[config.mk]
export PLATFORM = sky130hd
export DESIGN_NAME = dio_channel_ctrl
export DESIGN_NICKNAME = d
export VERILOG_FILES = /design/src/rtl/dio_pkg.sv /design/src/rtl/dio_channel.sv /design/src/rtl/dio_channel_ctrl.sv
export SDC_FILE = /design/constraint.sdc
export NUM_CORES = 2
export LEC_CHECK = 0
export CAP_MARGIN = 20
export CORE_MARGIN = 4
export CORE_UTILIZATION = 60
export DETAILED_ROUTE_END_ITERATION = 12
export PLACE_DENSITY = 0.77
export SLEW_MARGIN = 30
export SYNTH_ARGS = -nofsm -noshare
export SYNTH_HDL_FRONTEND = slang
export SYNTH_SLANG_ARGS = --single-unit
export TNS_END_PERCENT = 1
[constraint.sdc]
create_clock -name clk -period 117.6 [get_ports clk]
set_input_delay 35.28 -clock clk [delete_from_list [all_inputs] [get_ports clk]]
set_output_delay 35.28 -clock clk [all_outputs]
set_load 0.01 [all_outputs]
[src/rtl/dio_pkg.sv]
// Shared types for the per-channel DIO driver: mode encoding and the
// shadow/active channel configuration record.
package dio_pkg;

  localparam int DIO_MODE_W = 3;
  // Widest period any build may use; DIV_W must not exceed this.
  localparam int DIO_PERIOD_MAX_W = 32;

  typedef enum logic [DIO_MODE_W-1:0] {
    DIO_HIZ    = 3'd0,
    DIO_LOW    = 3'd1,
    DIO_HIGH   = 3'd2,
    DIO_TOGGLE = 3'd3,
    DIO_PULSE  = 3'd4
  } dio_mode_e;

  // Mode kept as raw bits so reserved codes 5-7 survive into the channel.
  typedef struct packed {
    logic [DIO_MODE_W-1:0]       mode;
    logic [DIO_PERIOD_MAX_W-1:0] period;
  } dio_cfg_t;

endpackage

[src/rtl/dio_channel.sv]
// One DIO channel: active configuration, period counter and registered
// out/oe/pulse_done. A one-cycle apply loads the shadow config and restarts.
//
// state   | meaning
// --------+----------------------------------------------------
// S_HIZ   | not driving (HIZ or a reserved mode code)
// S_LOW   | driving 0
// S_HIGH  | driving 1
// S_TOG   | driving a square wave, inverting every period+1 cycles
// S_PULSE | driving 1 while the pulse counter runs
// S_DONE  | pulse finished, driving 0, counter frozen until next apply
module dio_channel
  import dio_pkg::*;
#(
  parameter int DIV_W = 16
) (
  input  logic     clk,
  input  logic     rst,
  input  logic     apply,
  input  dio_cfg_t cfg_shadow,
  output logic     dio_out,
  output logic     dio_oe,
  output logic     pulse_done
);

  typedef enum logic [2:0] {
    S_HIZ   = 3'd0,
    S_LOW   = 3'd1,
    S_HIGH  = 3'd2,
    S_TOG   = 3'd3,
    S_PULSE = 3'd4,
    S_DONE  = 3'd5
  } ch_state_e;

  ch_state_e                   state_q, state_d;
  logic [DIO_PERIOD_MAX_W-1:0] period_q, period_d;
  logic [DIV_W-1:0]            cnt_q, cnt_d;
  logic                        tog_q, tog_d;
  logic                        out_d, oe_d, done_d;
  logic                        at_end;

  assign at_end = (DIO_PERIOD_MAX_W'(cnt_q) == period_q);

  always_ff @(posedge clk or posedge rst) begin
    if (rst) begin
      state_q    <= S_HIZ;
      period_q   <= '0;
      cnt_q      <= '0;
      tog_q      <= 1'b0;
      dio_out    <= 1'b0;
      dio_oe     <= 1'b0;
      pulse_done <= 1'b0;
    end else begin
      state_q    <= state_d;
      period_q   <= period_d;
      cnt_q      <= cnt_d;
      tog_q      <= tog_d;
      dio_out    <= out_d;
      dio_oe     <= oe_d;
      pulse_done <= done_d;
    end
  end

  always_comb begin
    state_d  = state_q;
    period_d = period_q;
    cnt_d    = cnt_q;
    tog_d    = tog_q;
    if (apply) begin
      period_d = cfg_shadow.period;
      cnt_d    = '0;
      tog_d    = 1'b0;
      case (cfg_shadow.mode)
        DIO_LOW:    state_d = S_LOW;
        DIO_HIGH:   state_d = S_HIGH;
        DIO_TOGGLE: state_d = S_TOG;
        DIO_PULSE:  state_d = S_PULSE;
        default:    state_d = S_HIZ;
      endcase
    end else begin
      case (state_q)
        S_TOG: begin
          if (at_end) begin
            cnt_d = '0;
            tog_d = ~tog_q;
          end else begin
            cnt_d = cnt_q + DIV_W'(1);
          end
        end
        S_PULSE: begin
          if (at_end) state_d = S_DONE;
          else        cnt_d   = cnt_q + DIV_W'(1);
        end
        default: ;
      endcase
    end
  end

  // Pad values are decoded from the next state so they land in flops.
  always_comb begin
    oe_d   = (state_d != S_HIZ);
    out_d  = (state_d == S_HIGH) || (state_d == S_PULSE) ||
             ((state_d == S_TOG) && tog_d);
    done_d = (state_d == S_DONE);
  end

endmodule

[src/rtl/dio_channel_ctrl.sv]
// Per-channel DIO controller: shadow config registers behind a valid/ready
// port, global commit, pad drivers and input synchroniser. DIO_DEBOUNCE_EN
// adds a DEB_CYC-cycle debounce after the synchroniser.
module dio_channel_ctrl
  import dio_pkg::*;
#(
  parameter  int NUM_CH  = 32,
  parameter  int DIV_W   = 16,
  parameter  int DEB_CYC = 4,
  localparam int CH_W    = (NUM_CH > 1) ? $clog2(NUM_CH) : 1
) (
  input  logic                  clk,
  input  logic                  rst,
  input  logic                  cfg_valid,
  output logic                  cfg_ready,
  input  logic [CH_W-1:0]       cfg_ch,
  input  logic [DIO_MODE_W-1:0] cfg_mode,
  input  logic [DIV_W-1:0]      cfg_period,
  input  logic                  cfg_commit,
  output logic                  cfg_err,
  output logic [NUM_CH-1:0]     dio_out,
  output logic [NUM_CH-1:0]     dio_oe,
  input  logic [NUM_CH-1:0]     dio_in,
  output logic [NUM_CH-1:0]     dio_in_sync,
  output logic [NUM_CH-1:0]     pulse_done
);

  if (NUM_CH < 1 || NUM_CH > 64 || DEB_CYC < 1 || DIV_W < 1 ||
      DIV_W > DIO_PERIOD_MAX_W) begin : g_param_check
    $error("dio_channel_ctrl: parameter out of range");
  end

  logic                ready_q, apply_q, err_q;
  logic                wr_acc, commit_acc, ch_ok;
  dio_cfg_t            shadow_q [NUM_CH];
  logic [NUM_CH-1:0]   sync1_q, sync2_q;

  assign wr_acc     = cfg_valid & ready_q;
  assign commit_acc = cfg_commit & ready_q;
  assign ch_ok      = ({1'b0, cfg_ch} < (CH_W+1)'(NUM_CH));
  assign cfg_ready  = ready_q;
  assign cfg_err    = err_q;

  // ready_q drops for the one cycle in which apply_q is copying shadows.
  always_ff @(posedge clk or posedge rst) begin
    if (rst) begin
      ready_q <= 1'b0;
      apply_q <= 1'b0;
      err_q   <= 1'b0;
    end else begin
      ready_q <= ~commit_acc;
      apply_q <= commit_acc;
      err_q   <= wr_acc & ~ch_ok;
    end
  end

  always_ff @(posedge clk or posedge rst) begin
    if (rst) begin
      for (int i = 0; i < NUM_CH; i++) shadow_q[i] <= '0;
    end else begin
      for (int i = 0; i < NUM_CH; i++) begin
        if (wr_acc && ch_ok && (cfg_ch == CH_W'(i))) begin
          shadow_q[i] <= '{mode: cfg_mode, period: DIO_PERIOD_MAX_W'(cfg_period)};
        end
      end
    end
  end

  always_ff @(posedge clk or posedge rst) begin
    if (rst) begin
      sync1_q <= '0;
      sync2_q <= '0;
    end else begin
      sync1_q <= dio_in;
      sync2_q <= sync1_q;
    end
  end

`ifdef DIO_DEBOUNCE_EN
  localparam int DEB_W = $clog2(DEB_CYC + 1);

  logic [DEB_W-1:0]  deb_cnt_q [NUM_CH];
  logic [NUM_CH-1:0] deb_q;

  // Count consecutive cycles of disagreement; any agreement restarts it.
  always_ff @(posedge clk or posedge rst) begin
    if (rst) begin
      deb_q <= '0;
      for (int i = 0; i < NUM_CH; i++) deb_cnt_q[i] <= '0;
    end else begin
      for (int i = 0; i < NUM_CH; i++) begin
        if (sync2_q[i] != deb_q[i]) begin
          if (deb_cnt_q[i] == DEB_W'(DEB_CYC - 1)) begin
            deb_q[i]     <= sync2_q[i];
            deb_cnt_q[i] <= '0;
          end else begin
            deb_cnt_q[i] <= deb_cnt_q[i] + DEB_W'(1);
          end
        end else begin
          deb_cnt_q[i] <= '0;
        end
      end
    end
  end

  assign dio_in_sync = deb_q;
`else
  assign dio_in_sync = sync2_q;
`endif

  for (genvar g = 0; g < NUM_CH; g++) begin : g_ch
    dio_channel #(
      .DIV_W(DIV_W)
    ) u_ch (
      .clk        (clk),
      .rst        (rst),
      .apply      (apply_q),
      .cfg_shadow (shadow_q[g]),
      .dio_out    (dio_out[g]),
      .dio_oe     (dio_oe[g]),
      .pulse_done (pulse_done[g])
    );
  end

endmodule

[Word-level counts from Yosys, hierarchy flattened]
Index checks and enable logic that the tools add are counted.
Storage, ports and cells
  register bits after elaboration: 1922
  input port bits: 60
  logic and storage cells: 1351
Operators by class
  $add $sub $neg: 32
  equality and inequality tests: 415
  muxes and demuxes: 352
  bitwise logic cells: 35
  reduce and logical (&&, ||, !) cells: 225
Operator list (count)
  $mux W16: 96
  $pmux W16 S2: 32
  $add A16 B1 Y16 const B: 32
  $eq A16 B16 Y1: 32
  $eq A3 B2 Y1 const B: 160
  $eq A3 B3 Y1 const B: 128
  $pmux W3 S4: 32
  $mux W3: 96
  $reduce_bool A3 Y1: 64
  $eq A3 B1 Y1 const B: 32
  $mux W1: 96
  $ne A3 B3 Y1 const B: 32
  $eq A5 B5 Y1 const B: 16
  $logic_and A1 B1 Y1: 64
  $logic_or A1 B1 Y1: 64
  $reduce_and A2 Y1: 32
  $eq A5 B4 Y1 const B: 8
  $not A1 Y1: 33
  $eq A5 B3 Y1 const B: 4
  $eq A5 B2 Y1 const B: 2
  $eq A5 B1 Y1 const B: 1
  $logic_not A5 Y1: 1
  $and A1 B1 Y1: 2

[Logic depth before layout (Yosys ltp)]
  depth after elaboration: 7
  gate-level depth with buffers: 9
  gate-level depth less buffers: 7

[Modules after synthesis]
A second synthesis with hierarchy kept.
Unflattened totals
  cell total of the unflattened synthesis: 8889
  area total of the unflattened synthesis: 110372.1 µm²
By module, submodules not included
  dio_channel: instances 32, cells an instance 233, area each 2673.8 µm², sequential area each 1376.3 µm²
  dio_channel_ctrl: instances 1, cells an instance 1433, area each 24810.0 µm², sequential area each 16866.2 µm²

[Worst setup path before layout]
No wires, ideal clock.
  path type: input port to flip-flop
  start point: input cfg_ch[0]
  end point: register shadow_q[105] in the netlist's numbering
  setup time: 125 ps
  arrival: 36881 ps
  data required time: 117475 ps
  path slack: 80594 ps
  stages: 6
  path through: clkbuf_1 -> or2_2 -> clkbuf_1 -> nor2_2 -> buf_2 -> mux2_2
Between the ends
  word-level cells in the longest chain between the ends: 2
RTL lines
  start: declaration: RTL line dio_channel_ctrl.sv:16  | input logic [CH_W-1:0] cfg_ch,
  $eq A5 B5 Y1: RTL line dio_channel_ctrl.sv:62  | if (wr_acc && ch_ok && (cfg_ch == CH_W'(i))) begin
  $logic_and A1 B1 Y1: RTL line dio_channel_ctrl.sv:62
  end signal: indexed assignment: RTL line dio_channel_ctrl.sv:63  | shadow_q[i] <= '{mode: cfg_mode, period: DIO_PERIOD_MAX_W'(cfg_period)};
  end: declaration: RTL line dio_channel_ctrl.sv:35  | dio_cfg_t shadow_q [NUM_CH];
No other way between the ends.
A chain may end at the register's enable or synchronous reset.

==> impl_metrics.yaml <==
cells_and_area:
  drive_above_1_share_pct: 21.83
  layout_commonest_cell: "dfrtp_1"
  final_nets: 7683
  regArea_sq_um: 48100
  final_cell_mix: "dfrtp_1, mux2_2, nand2_1"
  nFillCells: 10610
  syn2layout_area_growth_pct: 10.47
  multi_input_area_sq_um: 37950
route:
  drt_wl_total_um: 202400
  routedWlPerCell_um: 20.90
  vias_per_cell: 6.219
  drc: 0
  drtAntennaViolNets: 0
  drt_pass1_iterations: 5
  vias: 60240
  drt-initial-drc-count: 5472
place:
  place_congestion: 0.8699
  dp_hpwl_um: 120200
  numPortBuffers: 188
cts:
  tritoncts: "yes"
  cts.path.max_buffers: 3
  clk_latency_ps: 830
  postCtsHoldBufs: 0
  cts_buffers: 195
  path_clk_slew_ps: 60
  cts_sinks: 1922
  cts_setup_buffers: 0
  h-tree-depth: 4
  cts.repair.resized: 0
  cts_root_buf: "clkbuf_16"
synth:
  ys_seq_elements: 1922
  yosysTopAreaCell: "dfrtp_1"
  synth_area_leaders: "dfrtp_1, mux2_2, xor2_1, xnor2_1, nand2_1"
  ys_seq_area_share_pct: 54.06
  synthArstFlopShare_pct: 100.0
  synth_cell_type_count: 98
  synth_flop_cell: "dfrtp_1"
  synth_edf_count: 0
  synth_nets: 7702
  synth_top_area_share_pct: 54.06
  syn-cell-area_sq_um: 88960
  syn-mean-instance-area_sq_um: 11.69
  synth_warnings: 0
  syn_inst: 7610
sta:
  max_freq_ghz: 0.02430
  tns_ps: 0
  period_share_pct: 34.99
  rsz0062_at_grt: "false"
  clock_skew_ps: 22.98
  drv_slew: 0
  maxSlewHeadroom_pct: 30.81
  hold_viol_final: 0
  min_period_ps: 41150
  setup_viol: 0
  tightest_slew_ps: 1038
grt:
  grt_pass1_vias: 59850
  antenna_found_initial: 20
  grt_pass1_wl_um: 326600
  grtUsageTotal_pct: 26.25
  grt_max_degree: 188
  overflow: 0
floorplan:
  ios: 190
  placementRows: 141
  dieArea_sq_um: 154500
  initial_core_util_pct: 60.32
  die_width_um: 393.1
  fp.dieH_um: 393.1
  core_sq_um: 147500
setup_path:
  reg2reg_slack_ps: 112530
  crit_path_end_kind: "asynchronous set/reset pin"
  criticalPathCategory: "input port to asynchronous set/reset pin"
  worstPathRequired_ps: 118430
  critPathLaunchType: "input port"
  arrival_ps: 41980
  critPathMaxFanout: 78
power:
  ir_worst_vdd_mv: 0.01303
  p_leak_nw: 44.68
  total_power_mw: 1.767
  powerDensity_nw_per_um2: 17.98
run:
  max_cap_violations: 0
worst_hold_path:
  hold_path.class: "register to register"
outcome:
  status: "completed"
==> layer usage <==
layer | up-vias | track usage, % | routed length [um] | part of all wire, %
li1 | 27320 | - | - | -
met3 | 384 | 4.110 | 13160 | 6.5
met1 | 30620 | 37.29 | 87550 | 43
met4 | 4 | 8.625 | 6172 | 3.0
met2 | 1911 | 41.78 | 95490 | 47
met5 | - | 0 | 27 | 0.013
==> power breakdown <==
| part | total, mW | internal, mW | switching [mW] |
|---|---|---|---|
| sequential | 0.831 | 0.758 | 0.0730 |
| combinational | 0.293 | 0.142 | 0.151 |
| clock | 0.643 | 0.376 | 0.267 |
==> final cells by class <==
type | count | share of cell area, %
sequential | 1922 | 48.95
multi-input combinational | 5046 | 38.61
clock buffer | 264 | 5.585
timing repair buffer | 251 | 2.465
tap | 1930 | 2.457
clock inverter | 94 | 1.241
inverter | 175 | 0.6812
antenna | 4 | 0.01019
==> cells in the mapped netlist, drive strengths merged (11+ instances only) <==
library cell	count
a211o	14
a211oi	78
a21boi	13
a21o	45
a21oi	337
a221o	14
a22o	11
a22oi	19
a2bb2oi	18
a31oi	105
a41oi	32
and2	28
and3	68
and3b	15
and4	52
buf	317
clkbuf	150
dfrtp	1922
ha	32
inv	175
mux2	1139
mux2i	47
nand2	481
nand2b	43
nand3	185
nand3b	102
nand4	174
nor2	325
nor2b	18
nor3	135
nor3b	69
nor4	116
o211ai	24
o21a	28
o21ai	283
o22ai	11
o31ai	56
o32ai	26
or2	34
or3	129
or4	61
xnor2	247
xor2	339
==> through the flow <==
stage	std cells	hold WS, ps	utilization [%]	cell area [sq um]	setup slack [ps]
2_1_floorplan	7610	331.2	-	88960	28040
3_3_place_gp	9320	331.2	61.86	91240	74480
3_5_place_dp	9322	334.7	61.94	91350	74310
4_1_cts	9680	348.6	66.48	98060	75170
5_1_grt	9684	351.4	66.63	98270	75430
6_report	9686	346.7	66.63	98270	76450
==> logic make-up (layout without fill, tap and decap cells) <==
logic type      Yosys count  count (layout)  synth area share [%]
mux                    1186            1186                 14.95
xor+xnor                586             586                 5.769
buf+inv                 642             784                 3.522
fa+ha+maj                32              32                0.4501
other cells               1               5              0.004215
flops                  1922            1922                 54.06
compound gates         1193            1193                 8.648
simple gates           2048            2048                 12.59
==> critical path: stages <==
cell	delay (ps)
clkdlybuf4s50_1	490
inv_8	230
buf_4	620
buf_4	710
buf_6	640
buf_4	770
buf_4	780
buf_6	620
buf_4	750
buf_4	760
==> registers in the layout, summed over array words and instances (netlist names) <==
register,flops
shadow_q,608
g_ch.u_ch.cnt_q,512
g_ch.u_ch.period_q,512
g_ch.u_ch.state_q,96
dio_in_sync,32
g_ch.u_ch.dio_oe,32
g_ch.u_ch.dio_out,32
g_ch.u_ch.pulse_done,32
g_ch.u_ch.tog_q,32
sync1_q,32
apply_q,1
cfg_ready,1
==> final timing paths <==
path / startpoint / to / cells past startpoint
min in group asynchronous: rst / g_ch[3].u_ch.cnt_q[11] / 2
worst max-delay path: rst / g_ch[16].u_ch.period_q[8] / 10
worst min register to register: sync1_q[12] / dio_in_sync[12] / 0
max in group clk: cfg_valid / shadow_q[738] / 5
worst max register to register: apply_q / g_ch[29].u_ch.cnt_q[11] / 8
worst min-delay path: sync1_q[12] / dio_in_sync[12] / 0
No activity file was read; power rests on OpenSTA's default activity.
